$ cat src/rtl/loader_pkg.sv
// Shared definitions for the serial program loader.
// Contents:
//   loader_state_t  - record-parser states
//   SYNC_BYTE       - byte that opens a record
//   LEN_ZERO_MEANS  - payload length encoded by a len field of 0
package loader_pkg;

    typedef enum logic [2:0] {
        StIdle,
        StAddrHi,
        StAddrLo,
        StLen,
        StData,
        StCsum
    } loader_state_t;

    localparam logic [7:0]  SYNC_BYTE      = 8'h55;
    localparam int unsigned LEN_ZERO_MEANS = 256;

endpackage

$ cat src/rtl/bram_serial_loader_if.sv
// Bundle of the loader's byte-input, RAM port B and status signals.
// Modports:
//   slave  - the loader: consumes rx_valid/rx_data, drives port B and status
//   master - the environment: drives the byte stream, observes port B and status
// Signals:
//   rx_valid, rx_data        byte strobe and byte from the UART receiver
//   b_en, b_wr, b_addr, b_din RAM port B write side
//   cpu_halt                  halts the CPU while a record is in flight
//   load_done, load_err       completion pulse / sticky error flag
interface bram_serial_loader_if #(
    parameter int unsigned DATA = 8,
    parameter int unsigned ADDR = 15
);
    logic            rx_valid;
    logic [7:0]      rx_data;
    logic            b_en;
    logic            b_wr;
    logic [ADDR-1:0] b_addr;
    logic [DATA-1:0] b_din;
    logic            cpu_halt;
    logic            load_done;
    logic            load_err;

    modport slave (
        input  rx_valid, rx_data,
        output b_en, b_wr, b_addr, b_din, cpu_halt, load_done, load_err
    );

    modport master (
        output rx_valid, rx_data,
        input  b_en, b_wr, b_addr, b_din, cpu_halt, load_done, load_err
    );
endinterface

$ cat src/rtl/bram_serial_loader.sv
// Byte-stream program loader feeding port B of the CPU dual-port RAM.
// Parses records: 0x55, addr_hi, addr_lo, len (0 = 256), len data bytes, csum.
// Every payload byte is written to RAM; the 8-bit sum of all fields after the
// sync byte (including csum) must be zero for the record to be good.
// Ports:
//   clk  - sole clock (RAM port B shares it)
//   rst  - asynchronous, active-high reset
//   bus  - slave side of bram_serial_loader_if (byte input, port B, status)
// All outputs are registered.
module bram_serial_loader
    import loader_pkg::*;
#(
    parameter int unsigned DATA    = 8,
    parameter int unsigned ADDR    = 15,
    parameter int unsigned TIMEOUT = 1_000_000
) (
    input  logic                 clk,
    input  logic                 rst,
    bram_serial_loader_if.slave  bus
);

    localparam int unsigned TW = $clog2(TIMEOUT + 1);

    loader_state_t   r_state, w_state_nxt;
    logic [TW-1:0]   r_tmo_cnt;
    logic [7:0]      r_sum;
    logic [7:0]      r_addr_hi;
    logic [ADDR-1:0] r_ptr;
    logic [8:0]      r_remain;

    logic            r_b_en, r_b_wr, r_halt, r_done, r_err;
    logic [ADDR-1:0] r_b_addr;
    logic [DATA-1:0] r_b_din;

    logic            w_b_en_nxt, w_b_wr_nxt, w_halt_nxt, w_done_nxt, w_err_nxt;
    logic [ADDR-1:0] w_b_addr_nxt;
    logic [DATA-1:0] w_b_din_nxt;

    logic            w_timeout;
    logic [7:0]      w_sum_add;

    assign w_sum_add = r_sum + bus.rx_data;

    // An arriving byte always beats an expiring timer.
    assign w_timeout = (r_state != StIdle) && !bus.rx_valid
                       && (r_tmo_cnt == TW'(TIMEOUT - 1));

    // State register
    always_ff @(posedge clk or posedge rst) begin
        if (rst) begin
            r_state <= StIdle;
        end else begin
            r_state <= w_state_nxt;
        end
    end

    // Next-state logic
    always_comb begin
        w_state_nxt = r_state;
        if (w_timeout) begin
            w_state_nxt = StIdle;
        end else if (bus.rx_valid) begin
            case (r_state)
                StIdle:   if (bus.rx_data == SYNC_BYTE) w_state_nxt = StAddrHi;
                StAddrHi: w_state_nxt = StAddrLo;
                StAddrLo: w_state_nxt = StLen;
                StLen:    w_state_nxt = StData;
                StData:   if (r_remain == 9'd1) w_state_nxt = StCsum;
                StCsum:   w_state_nxt = StIdle;
                default:  w_state_nxt = StIdle;
            endcase
        end
    end

    // Output logic (next values of the registered outputs)
    always_comb begin
        w_b_en_nxt   = 1'b0;
        w_b_wr_nxt   = 1'b0;
        w_b_addr_nxt = r_b_addr;
        w_b_din_nxt  = r_b_din;
        w_halt_nxt   = r_halt;
        w_done_nxt   = 1'b0;
        w_err_nxt    = r_err;
        if (w_timeout) begin
            w_halt_nxt = 1'b0;
            w_err_nxt  = 1'b1;
        end else if (bus.rx_valid) begin
            case (r_state)
                StIdle: begin
                    if (bus.rx_data == SYNC_BYTE) begin
                        w_halt_nxt = 1'b1;
                        w_err_nxt  = 1'b0;
                    end
                end
                StData: begin
                    w_b_en_nxt   = 1'b1;
                    w_b_wr_nxt   = 1'b1;
                    w_b_addr_nxt = r_ptr;
                    w_b_din_nxt  = DATA'(bus.rx_data);
                end
                StCsum: begin
                    w_halt_nxt = 1'b0;
                    if (w_sum_add == 8'h00) w_done_nxt = 1'b1;
                    else                    w_err_nxt  = 1'b1;
                end
                default: ;
            endcase
        end
    end

    // Output registers and record datapath
    always_ff @(posedge clk or posedge rst) begin
        if (rst) begin
            r_b_en    <= 1'b0;
            r_b_wr    <= 1'b0;
            r_b_addr  <= '0;
            r_b_din   <= '0;
            r_halt    <= 1'b0;
            r_done    <= 1'b0;
            r_err     <= 1'b0;
            r_tmo_cnt <= '0;
            r_sum     <= 8'h00;
            r_addr_hi <= 8'h00;
            r_ptr     <= '0;
            r_remain  <= 9'd0;
        end else begin
            r_b_en   <= w_b_en_nxt;
            r_b_wr   <= w_b_wr_nxt;
            r_b_addr <= w_b_addr_nxt;
            r_b_din  <= w_b_din_nxt;
            r_halt   <= w_halt_nxt;
            r_done   <= w_done_nxt;
            r_err    <= w_err_nxt;

            // Counts idle cycles inside a record; parked at zero in IDLE.
            if (w_state_nxt == StIdle || bus.rx_valid) r_tmo_cnt <= '0;
            else                                       r_tmo_cnt <= r_tmo_cnt + TW'(1);

            if (bus.rx_valid) begin
                case (r_state)
                    StIdle: begin
                        if (bus.rx_data == SYNC_BYTE) r_sum <= 8'h00;
                    end
                    StAddrHi: begin
                        r_addr_hi <= bus.rx_data;
                        r_sum     <= w_sum_add;
                    end
                    StAddrLo: begin
                        r_ptr <= ADDR'({r_addr_hi, bus.rx_data});
                        r_sum <= w_sum_add;
                    end
                    StLen: begin
                        r_remain <= (bus.rx_data == 8'h00) ? 9'(LEN_ZERO_MEANS)
                                                           : {1'b0, bus.rx_data};
                        r_sum    <= w_sum_add;
                    end
                    StData: begin
                        r_ptr    <= r_ptr + ADDR'(1);
                        r_remain <= r_remain - 9'd1;
                        r_sum    <= w_sum_add;
                    end
                    default: ;
                endcase
            end
        end
    end

    assign bus.b_en      = r_b_en;
    assign bus.b_wr      = r_b_wr;
    assign bus.b_addr    = r_b_addr;
    assign bus.b_din     = r_b_din;
    assign bus.cpu_halt  = r_halt;
    assign bus.load_done = r_done;
    assign bus.load_err  = r_err;

endmodule

$ cat src/flat_wrapper.sv
// flat-port wrapper written by rule: the top's interface ports become plain ports
module bram_serial_loader_flat import loader_pkg::*;
#(
    parameter int unsigned DATA    = 8,
    parameter int unsigned ADDR    = 15,
    parameter int unsigned TIMEOUT = 1_000_000
)
  (clk, rst, bus_rx_valid, bus_rx_data, bus_b_en, bus_b_wr, bus_b_addr, bus_b_din, bus_cpu_halt, bus_load_done, bus_load_err);
  bram_serial_loader_if #(.DATA(DATA), .ADDR(ADDR)) bus_i ();
  input  logic clk;
  input  logic rst;
  input wire logic [$bits(bus_i.rx_valid)-1:0] bus_rx_valid;
  input wire logic [$bits(bus_i.rx_data)-1:0] bus_rx_data;
  output wire logic [$bits(bus_i.b_en)-1:0] bus_b_en;
  output wire logic [$bits(bus_i.b_wr)-1:0] bus_b_wr;
  output wire logic [$bits(bus_i.b_addr)-1:0] bus_b_addr;
  output wire logic [$bits(bus_i.b_din)-1:0] bus_b_din;
  output wire logic [$bits(bus_i.cpu_halt)-1:0] bus_cpu_halt;
  output wire logic [$bits(bus_i.load_done)-1:0] bus_load_done;
  output wire logic [$bits(bus_i.load_err)-1:0] bus_load_err;
  assign bus_i.rx_valid = bus_rx_valid;
  assign bus_i.rx_data = bus_rx_data;
  assign bus_b_en = bus_i.b_en;
  assign bus_b_wr = bus_i.b_wr;
  assign bus_b_addr = bus_i.b_addr;
  assign bus_b_din = bus_i.b_din;
  assign bus_cpu_halt = bus_i.cpu_halt;
  assign bus_load_done = bus_i.load_done;
  assign bus_load_err = bus_i.load_err;
  bram_serial_loader #(.DATA(DATA), .ADDR(ADDR), .TIMEOUT(TIMEOUT)) u_core (.clk(clk), .rst(rst), .bus(bus_i));
endmodule
$ cat config.mk
export PLATFORM = sky130hd
export DESIGN_NAME = bram_serial_loader_flat
export DESIGN_NICKNAME = d
export VERILOG_FILES = /design/src/rtl/loader_pkg.sv /design/src/rtl/bram_serial_loader_if.sv /design/src/rtl/bram_serial_loader.sv /design/src/flat_wrapper.sv
export SDC_FILE = /design/constraint.sdc
export NUM_CORES = 1
export LEC_CHECK = 0
export ABC_AREA = 1
export BUFFER_PORTS_ARGS = -buffer_cell sky130_fd_sc_hd__buf_2
export CORE_ASPECT_RATIO = 0.6
export CORE_UTILIZATION = 23
export CTS_BUF_LIST = sky130_fd_sc_hd__clkbuf_8
export CTS_CLUSTER_DIAMETER = 100
export DETAILED_ROUTE_END_ITERATION = 12
export PLACE_DENSITY_LB_ADDON = 0.1
export SETUP_SLACK_MARGIN = 0.3
export SLEW_MARGIN = 15
export SYNTH_ARGS = -nofsm -noshare
export SYNTH_HDL_FRONTEND = slang
export SYNTH_SLANG_ARGS = --single-unit
$ cat constraint.sdc
create_clock -name clk -period 8 [get_ports clk]
set_input_delay 1.6 -clock clk [delete_from_list [all_inputs] [get_ports clk]]
set_output_delay 1.6 -clock clk [all_outputs]
set_load 0.02 [all_outputs]
==> flow_summary.ini, run 1 <==
[outcome]
outcome = completed

[sta]
setup_violations = 0
rsz0062_at_grt = false
hold_viol = 0
min_period_ns = 3.489
clock_skew_ns = 0.01175
fin_crit_sh_pct = 43.61
worst_pin_slew_ns = 0.6501
maxSlewViolCount = 0
maxClockFrequency_mhz = 286.6
setup_tns_ns = 0
relSlewSlack_pct = 56.51

[clock_network]
cts_setup_buffers = 0
cts_resized = 0
h-tree-depth = 3
numCtsBuffers = 9
clock_latency_ns = 0.38
cts_buffer_depth = 2
cts.clk_slew.worst_paths_ns = 0.10
postCtsHoldBufs = 0
clock_sinks = 89
cts_root_buf = clkbuf_8
cts_tree = done

[yosys]
ys_warn_count = 0
ys_async_sr_fraction_pct = 100.0
synth.top_cells.by_area = dfrtp_1 45%, nand2_1 13%, o21ai_0 6.0%
synth_commonest_cells = 174 x nand2_1, 89 x dfrtp_1, 69 x inv_1
synthFlopType = dfrtp_1
syn_avg_cell_area_um2 = 7.729
synth_edf_count = 0
yosysTopAreaCell = dfrtp_1
syn_area_mm2 = 0.004962
synth-seq-cells = 89
synth_top_area_share_pct = 44.88
synthCells = 642
syn-num-nets = 665
yosysMostFrequentCell = nand2_1
seq_area_frac_synth_pct = 44.88
synth.distinct_cells = 42

[setup_path]
required_ns = 8.28
critical-path-top-delay-family = buffers and inverters
crit_chain = buf_2, inv_6, nor2_4, inv_2, nand2_1, inv_2, a21oi_1, o21ai_0, o21a_1
crit_arrival_ns = 3.76
cp-end-kind = flip-flop
cp_slowest_cell = nand2_1
cp_max_fo = 43
worst_path_most_repeated_cell = inv_2
cp.buffers_inverters = 4
cpPeakStageDelay_ns = 0.59
start_kind = input port
crit_type = input port to flip-flop

[global_route]
grt_pass1_vias = 4072
grtUsageMet1_pct = 22.42
use_met2_pct = 17.66
grt_pass1_wl_mm = 23.12
grt_max_degree = 77
grt_overflow_total = 0
met3_usage_pct = 3.059
grtUsageTotal_pct = 13.84
grt_most_used_layer = met1
antenna_found_initial = 0

[power_and_ir_drop]
seqPwrFrac_pct = 36.9
sw_frac_of_total_pct = 43.89
p_int_mw = 1.092
ir_worst_vdd_uv = 125.2
combPwrFrac_pct = 42.7
p_sw_mw = 0.8545
power.density_mw_per_mm2 = 341.8
p_leak_nw = 2.757
power_frac_clock_pct = 20.4

[floorplan]
initial_core_util_pct = 23.54
die_area_mm2 = 0.02219
ioPinCount = 39
die_y_um = 115.8
rows = 41
core_mm2 = 0.02108
die_w_um = 191.6

[min_path]
hp-class = flip-flop to flip-flop

[placed_design]
portBuffers = 38
place.gp.congestion = 0.8089
detailed_place_hpwl_mm = 10.54

[drt]
drtIter0Drc = 243
antenna_left = 0
vias_per_cell = 4.319
wl_per_cell_um = 14.65
wl_mm = 14.08
drcViolationCount = 0
first_pass_iters = 4
num_vias = 4151

[final_layout]
final_util_pct = 27.02
fin_nets = 700
drive_above_1_share_pct = 15.40
fillers = 2291
antenna_cells = 0
area_growth_pct = 14.80

[job]
maxCapViolCount = 0
==> cells in the final DEF (no fill, tap or decap), types with 11 or more instances in the layout <==
cell,synthesis,routed
dfrtp_1,89,89
nand2_1,174,174
a21oi_1,12,12
o21ai_0,59,59
nor2_1,66,66
nand3_1,27,27
xor2_1,11,11
inv_1,69,68
buf_2,1,38
nor2_2,25,25
ha_1,11,11
==> kinds of logic after synthesis <==
| logic type | Yosys count | share of synthesized area (%) |
|---|---|---|
| XOR/XNOR | 17 | 3.000 |
| AND/OR/NAND/NOR | 327 | 28.90 |
| flip-flops | 89 | 44.88 |
| AO/OA/AOI/OAI | 103 | 12.13 |
| adder cells (fa/ha/maj) | 12 | 3.177 |
| buffers and inverters | 94 | 7.917 |
==> sequential cells by signal, summed over array words and instances (netlist names) <==
name	flops
u_core.r_tmo_cnt	20
u_core.bus.b_addr	15
u_core.r_ptr	15
u_core.r_remain	9
u_core.bus.b_din	8
u_core.r_sum	8
u_core.r_addr_hi	7
u_core.r_state	3
u_core.bus.b_wr	1
u_core.bus.cpu_halt	1
u_core.bus.load_done	1
u_core.bus.load_err	1
==> worst register-to-register path, delay by kind of cell (launching register included) <==
family / cells / cell delay (ns)
buf+inv: 2 / 0.54
flops: 1 / 0.44
simple gates: 4 / 1.49
compound gates: 3 / 0.42
==> through the flow <==
stage | std cells | total power [mW] | hold WS, ns | instance area [um2] | setup slack (ns)
floorplan | 642 | 1.324 | 0.4345 | 4962 | 4.093
global placement | 944 | 1.559 | 0.4621 | 5419 | 4.190
detailed placement | 944 | 1.565 | 0.4535 | 5419 | 4.083
CTS | 960 | 1.978 | 0.4781 | 5669 | 4.499
global route | 961 | 2.138 | 0.5103 | 5697 | 4.263
finish | 961 | 1.947 | 0.4713 | 5697 | 4.511
==> power groups by stage <==
| stage | clock network (mW) | logic, mW | registers [mW] |
|---|---|---|---|
| 6_report | 0.397 | 0.831 | 0.719 |
| 5_1_grt | 0.440 | 0.956 | 0.743 |
| 4_1_cts | 0.417 | 0.841 | 0.721 |
| 3_5_place_dp | 0 | 0.837 | 0.728 |
| 3_3_place_gp | 0 | 0.831 | 0.728 |
| 2_1_floorplan | 0 | 0.551 | 0.773 |
==> final cells by class <==
cell class	instances	area [um2]	area share, %
clock inverters	6	112.6	1.977
clock buffers	10	137.6	2.416
multi-input cells	459	2342	41.12
repair buffers	41	232.7	4.085
well taps	279	349.1	6.128
inverters	77	295.3	5.183
flip-flops and latches	89	2227	39.10
==> final timing paths <==
path | slack, ns | depth (start not counted) | to | startpoint
setup / recovery | 4.51 | 9 | u_core.r_ptr[8] | bus_rx_valid
hold / removal | 0.47 | 2 | u_core.bus.b_addr[9] | u_core.bus.b_addr[9]
setup reg to reg | 5.03 | 9 | u_core.r_ptr[8] | u_core.r_state[0]
hold reg to reg | 0.47 | 2 | u_core.bus.b_addr[9] | u_core.bus.b_addr[9]
max in group asynchronous | 5.94 | 4 | u_core.r_tmo_cnt[14] | rst
min in group asynchronous | 1.12 | 2 | u_core.bus.b_addr[7] | rst
==> routing by layer <==
layer  up-vias  share of wire [%]  routed length (um)
met3        10                3.6                 503
met5         -                  0                   0
li1       2134                  -                   -
met2        63                 37                5206
met1      1944                 58                8220
met4         0                1.0                 146
Power figures use the tool's default switching activity.
==> run 2: changes to the inputs <==
- clock period: 8 -> 3.2 ns (I/O delays scaled with it)
==> run 2 against run 1 <==
Critical path depth up 2. Via count up 0.99%. First-iteration DRC count increased by 5.8%. Design area is essentially flat. Sequential power up 150%. Core utilization is essentially flat. Die area stayed put. Critical path type is now flip-flop to flip-flop. Critical endpoint is now u_core.r_tmo_cnt[9].
==> flow_summary.ini, run 2 (synthesis gave the netlist of run 1 again) <==
[outcome]
outcome = completed

[global_route]
grtUsageTotal_pct = 13.94
grt_max_degree = 65
grt_overflow_total = 0
grt_pass1_wl_mm = 23.37
antenna_found_initial = 0
met3_usage_pct = 2.786
use_met2_pct = 17.54
grt_most_used_layer = met1
grtUsageMet1_pct = 23.06
grt_pass1_vias = 4102

[clock_network]
cts_buffer_depth = 2
cts_setup_buffers = 0
cts.clk_slew.worst_paths_ns = 0.10
clock_sinks = 89
postCtsHoldBufs = 0
numCtsBuffers = 9
cts_resized = 0
h-tree-depth = 3
clock_latency_ns = 0.38
cts_tree = done
cts_root_buf = clkbuf_8

[floorplan]
rows = 41
ioPinCount = 39
die_y_um = 115.8
core_mm2 = 0.02108
die_area_mm2 = 0.02219
initial_core_util_pct = 23.54
die_w_um = 191.6

[drt]
drtIter0Drc = 257
vias_per_cell = 4.349
wl_per_cell_um = 14.77
drcViolationCount = 0
first_pass_iters = 4
antenna_left = 0
num_vias = 4192
wl_mm = 14.23

[setup_path]
cp_slowest_cell = dfrtp_1
cp_max_fo = 22
critical-path-top-delay-family = simple AND/OR/NAND/NOR gates
crit_arrival_ns = 2.66
crit_chain = nor2_2, nand2_2, o21ai_2, nand2_2, o21ai_2, inv_2, nor2_2, nor2_1, nand2_1, nand2_2, nor2_2
start_kind = flip-flop
reg2reg_depth = 11
reg2reg_to = u_core.r_tmo_cnt[9]
cpPeakStageDelay_ns = 0.46
cp.buffers_inverters = 1
ff2ff_setup_slack_ns = 0.84
r2r-start = u_core.r_state[0]
cp-end-kind = flip-flop
crit_type = flip-flop to flip-flop
required_ns = 3.49

[power_and_ir_drop]
p_leak_nw = 2.757
ir_worst_vdd_uv = 312.5
power.total_mw = 4.830
power.density_mw_per_mm2 = 847.5

[sta]
fin_crit_sh_pct = 73.87
rsz0062_at_grt = false
worst_pin_slew_ns = 0.8692
hold_viol = 0
relSlewSlack_pct = 41.70
setup_violations = 0
setup_tns_ns = 0
maxSlewViolCount = 0
maxClockFrequency_mhz = 423.0
clock_skew_ns = 0.02006
min_period_ns = 2.364
worst_slack_ns = 0.8361

[final_layout]
fillers = 2318
regMostFlops = u_core.r_tmo_cnt
layout_common_cells = 174 x nand2_1, 89 x dfrtp_1, 68 x inv_1
antenna_cells = 0
fin_nets = 703
regArea_mm2 = 0.002227
final_util_pct = 27.03
drive_above_1_share_pct = 15.77
multi_input_area_mm2 = 0.002342
area_growth_pct = 14.85
fin_area_mm2 = 0.005699
largest_reg_flops = 20
layout_commonest_cell = nand2_1

[placed_design]
portBuffers = 38
place.gp.congestion = 0.8170
dpl_cell_area_mm2 = 0.005464
detailed_place_hpwl_mm = 10.81
dp_slack_ns = 0.7842

[job]
maxCapViolCount = 0

[min_path]
hp-class = input port to asynchronous set/reset pin
==> run 2: worst max-delay path by stage <==
stage	from	endpoint	slack [ns]	depth (start not counted)
floorplan	bus_rx_data[0]	u_core.bus.load_err	1.14	10
CTS	u_core.r_state[0]	u_core.r_tmo_cnt[9]	0.77	11
global placement	bus_rx_data[0]	u_core.bus.load_done	0.79	10
finish	u_core.r_state[0]	u_core.r_tmo_cnt[9]	0.84	11
detailed placement	u_core.r_state[0]	u_core.r_tmo_cnt[9]	0.78	11
global route	u_core.r_state[0]	u_core.r_tmo_cnt[2]	0.60	11
==> run 2: worst reg2reg max path: stages (launching register included) <==
cell	delay (ns)
dfrtp_1	0.46
nor2_2	0.18
nand2_2	0.35
o21ai_2	0.20
nand2_2	0.17
o21ai_2	0.12
inv_2	0.06
nor2_2	0.10
nor2_1	0.05
nand2_1	0.06
nand2_2	0.35
nor2_2	0.20
==> run 2: area by class of cell <==
type                            count  share of cell area [%]
Tap cell                          279                   6.125
Sequential cell                    89                   39.08
Inverter                           77                   5.225
Clock inverter                      6                   1.712
Clock buffer                       10                   2.415
Multi-Input combinational cell    459                   41.10
Timing Repair Buffer               44                   4.347
==> run 2: power breakdown <==
part / internal [mW] / total, mW / switching [mW] / leakage, nW
clock: 0.473 / 0.932 / 0.459 / 0.119
combinational: 0.676 / 2.11 / 1.43 / 1.50
sequential: 1.52 / 1.79 / 0.268 / 1.14
==> run 2: per-stage QoR <==
step | instances | hold slack [ns]
finish | 964 | 0.3624
global route | 964 | 0.3888
CTS | 964 | 0.3697
detailed placement | 948 | 0.4582
global placement | 948 | 0.4504
floorplan | 642 | 0.4345
==> run 2: routing by layer <==
metal	routed length, um	up-vias
met5	0	-
met4	155	0
met3	507	11
met2	5052	56
met1	8520	1982
li1	-	2143
==> run 3: changes to the inputs <==
- ABC_AREA: 1 -> 0
- clock period: 3.2 -> 1.95 ns (I/O delays scaled with it)
==> run 3 against run 2 <==
The flow now finishes with violations (negative setup slack). Final cell count shrank 15%. Worst setup slack got worse by 1.2 ns. Count of clock-buffer cells in the layout is 1 lower. Design area grew 10%.
==> flow_summary.ini, run 3 <==
[final_layout]
fin_nets = 571
layout_common_cells = 86 x dfrtp_1, 61 x buf_4, 36 x buf_2
multi_input_area_mm2 = 0.002576
fillers = 1950
drive_above_1_share_pct = 44.02
regArea_mm2 = 0.002231
layout_commonest_cell = dfrtp_1
fin_area_mm2 = 0.006296
area_growth_pct = 40.21
regMostFlops = u_core.r_tmo_cnt
largest_reg_flops = 20
layout.cells.non_filler = 818
antenna_cells = 0

[yosys]
yosysMostFrequentCell = dfrtp_1
synth_top_area_share_pct = 49.60
yosysTopAreaCell = dfrtp_1
synth.distinct_cells = 55
ys_async_sr_fraction_pct = 100.0
synthCells = 440
syn_avg_cell_area_um2 = 10.21
synth_edf_count = 0
synth_commonest_cells = 89 x dfrtp_1, 44 x nor2_1, 38 x a21oi_1
synth.top_cells.by_area = dfrtp_1 50%, mux2_2 6.8%, a21oi_1 4.2%
seq_area_frac_synth_pct = 49.60
syn_area_mm2 = 0.004491
synth-seq-cells = 89
ys_warn_count = 0
syn-num-nets = 463
synthFlopType = dfrtp_1

[drt]
drcViolationCount = 0
antenna_left = 0
num_vias = 3801
vias_per_cell = 4.647
first_pass_iters = 6
wl_mm = 13.89
drtIter0Drc = 210
wl_per_cell_um = 16.98

[outcome]
outcome = finished, violations left
violations = negative setup slack

[clock_network]
numCtsBuffers = 9
h-tree-depth = 3
cts.clk_slew.worst_paths_ns = 0.11
clock_latency_ns = 0.38
cts_root_buf = clkbuf_8
cts_tree = done
clock_sinks = 89
cts_buffer_depth = 2

[setup_path]
cp_slowest_cell = or4b_4
ff2ff_setup_slack_ns = -0.41
cp_max_fo = 2
cp-end-kind = flip-flop
crit_type = flip-flop to flip-flop
cpPeakStageDelay_ns = 0.53
crit_arrival_ns = 2.62
crit_chain = ha_4, fa_2, a211oi_2, nor2_1, xor2_1, or4b_4, nor4_4, a21oi_1
start_kind = flip-flop
required_ns = 2.21

[placed_design]
portBuffers = 38
dpl.cell_count = 789
dpl_cell_area_mm2 = 0.005494
dp_slack_ns = -0.6442
detailed_place_hpwl_mm = 9.500
place.gp.congestion = 0.8139

[global_route]
grt_pass1_vias = 3689
grt_max_degree = 90
grtUsageTotal_pct = 14.29
grt_pass1_wl_mm = 21.53
antenna_found_initial = 0
grt_overflow_total = 0

[floorplan]
die_y_um = 110.2
rows = 39
die_w_um = 182.4
initial_core_util_pct = 23.54
die_area_mm2 = 0.02011
ioPinCount = 39
core_mm2 = 0.01908

[power_and_ir_drop]
power.density_mw_per_mm2 = 1395
p_leak_nw = 2.647
ir_worst_vdd_uv = 520.4

[sta]
fin_crit_sh_pct = 120.9
rsz0062_at_grt = true
setup_violations = 8
maxSlewViolCount = 0
worst_pin_slew_ns = 0.5250
min_period_ns = 2.358
maxClockFrequency_mhz = 424.1
worst_slack_ns = -0.4080
clock_skew_ns = 0.01419
hold_viol = 0
relSlewSlack_pct = 65.00

[job]
maxCapViolCount = 0

[min_path]
hp-class = input port to asynchronous set/reset pin
-- run 3: what timing repair did --
item / CTS / global route
pin swaps: 29 / 13
hold buffers: 0 / 0
setup buffers: 6 / 4
gates resized for setup: 73 / 48
setup endpoints to repair: 71 / 58
cloned: 0 / 4
-- run 3: worst paths after layout --
check	from	to	depth (start not counted)
min in group clk	bus_rx_data[1]	u_core.r_addr_hi[1]	3
max	u_core.r_sum[0]	u_core.bus.load_err	8
min reg2reg	u_core.bus.b_addr[7]	u_core.bus.b_addr[7]	2
min	rst	u_core.r_remain[5]	3
max in group asynchronous	rst	u_core.r_state[1]	3
max reg2reg	u_core.r_sum[0]	u_core.bus.load_err	8
-- run 3: metrics by stage --
| stage | hold WS [ns] | power [mW] | TNS, ns | utilization (%) |
|---|---|---|---|---|
| after global placement | 0.4664 | 6.617 | -2.079 | 28.80 |
| final | 0.1380 | 8.780 | -1.196 | 33.00 |
| after detailed placement | 0.4706 | 6.612 | -2.467 | 28.80 |
| after CTS | 0.1537 | 8.393 | -1.078 | 31.50 |
| after floorplan | 0.4618 | 5.241 | -0.3850 | - |
| after global routing | 0.1784 | 9.425 | -2.324 | 33.00 |
-- run 3: report_power, final --
group	internal, mW	leakage [nW]	switching [mW]	total (mW)
Combinational	2.20	1.46	2.30	4.50
Sequential	2.52	1.11	0.560	3.08
Clock	0.461	0.0777	0.738	1.20
-- run 3: layout make-up --
| cell class | count | area share [%] |
|---|---|---|
| clock buffer | 9 | 1.967 |
| multi-input combinational | 321 | 40.92 |
| timing repair buffer | 118 | 14.94 |
| inverter | 9 | 0.7353 |
| tap | 266 | 5.286 |
| sequential | 89 | 35.43 |
| clock inverter | 6 | 0.7154 |
-- run 3: cell families after synthesis --
logic type,share of synthesized area [%]
adder cells (fa/ha/maj),3.511
multiplexers,6.771
XOR/XNOR,4.681
buffers and inverters,3.092
AND/OR/NAND/NOR,17.58
flip-flops,49.60
AO/OA/AOI/OAI,14.77
-- run 3: routing by layer --
layer	share of wire, %	GRT usage (%)	up-vias
met3	5.9	3.449	10
li1	-	-	1810
met2	38	18.50	101
met1	56	22.73	1880
met4	0.88	3.421	0
met5	0	0	-
-- run 3: worst max-delay path: cells and delay by family (launching register included) --
kind            cells  cell delay (ns)
fa+ha+maj           2             0.54
compound gates      2             0.33
xor+xnor            1             0.16
flops               1             0.43
simple gates        3             0.79
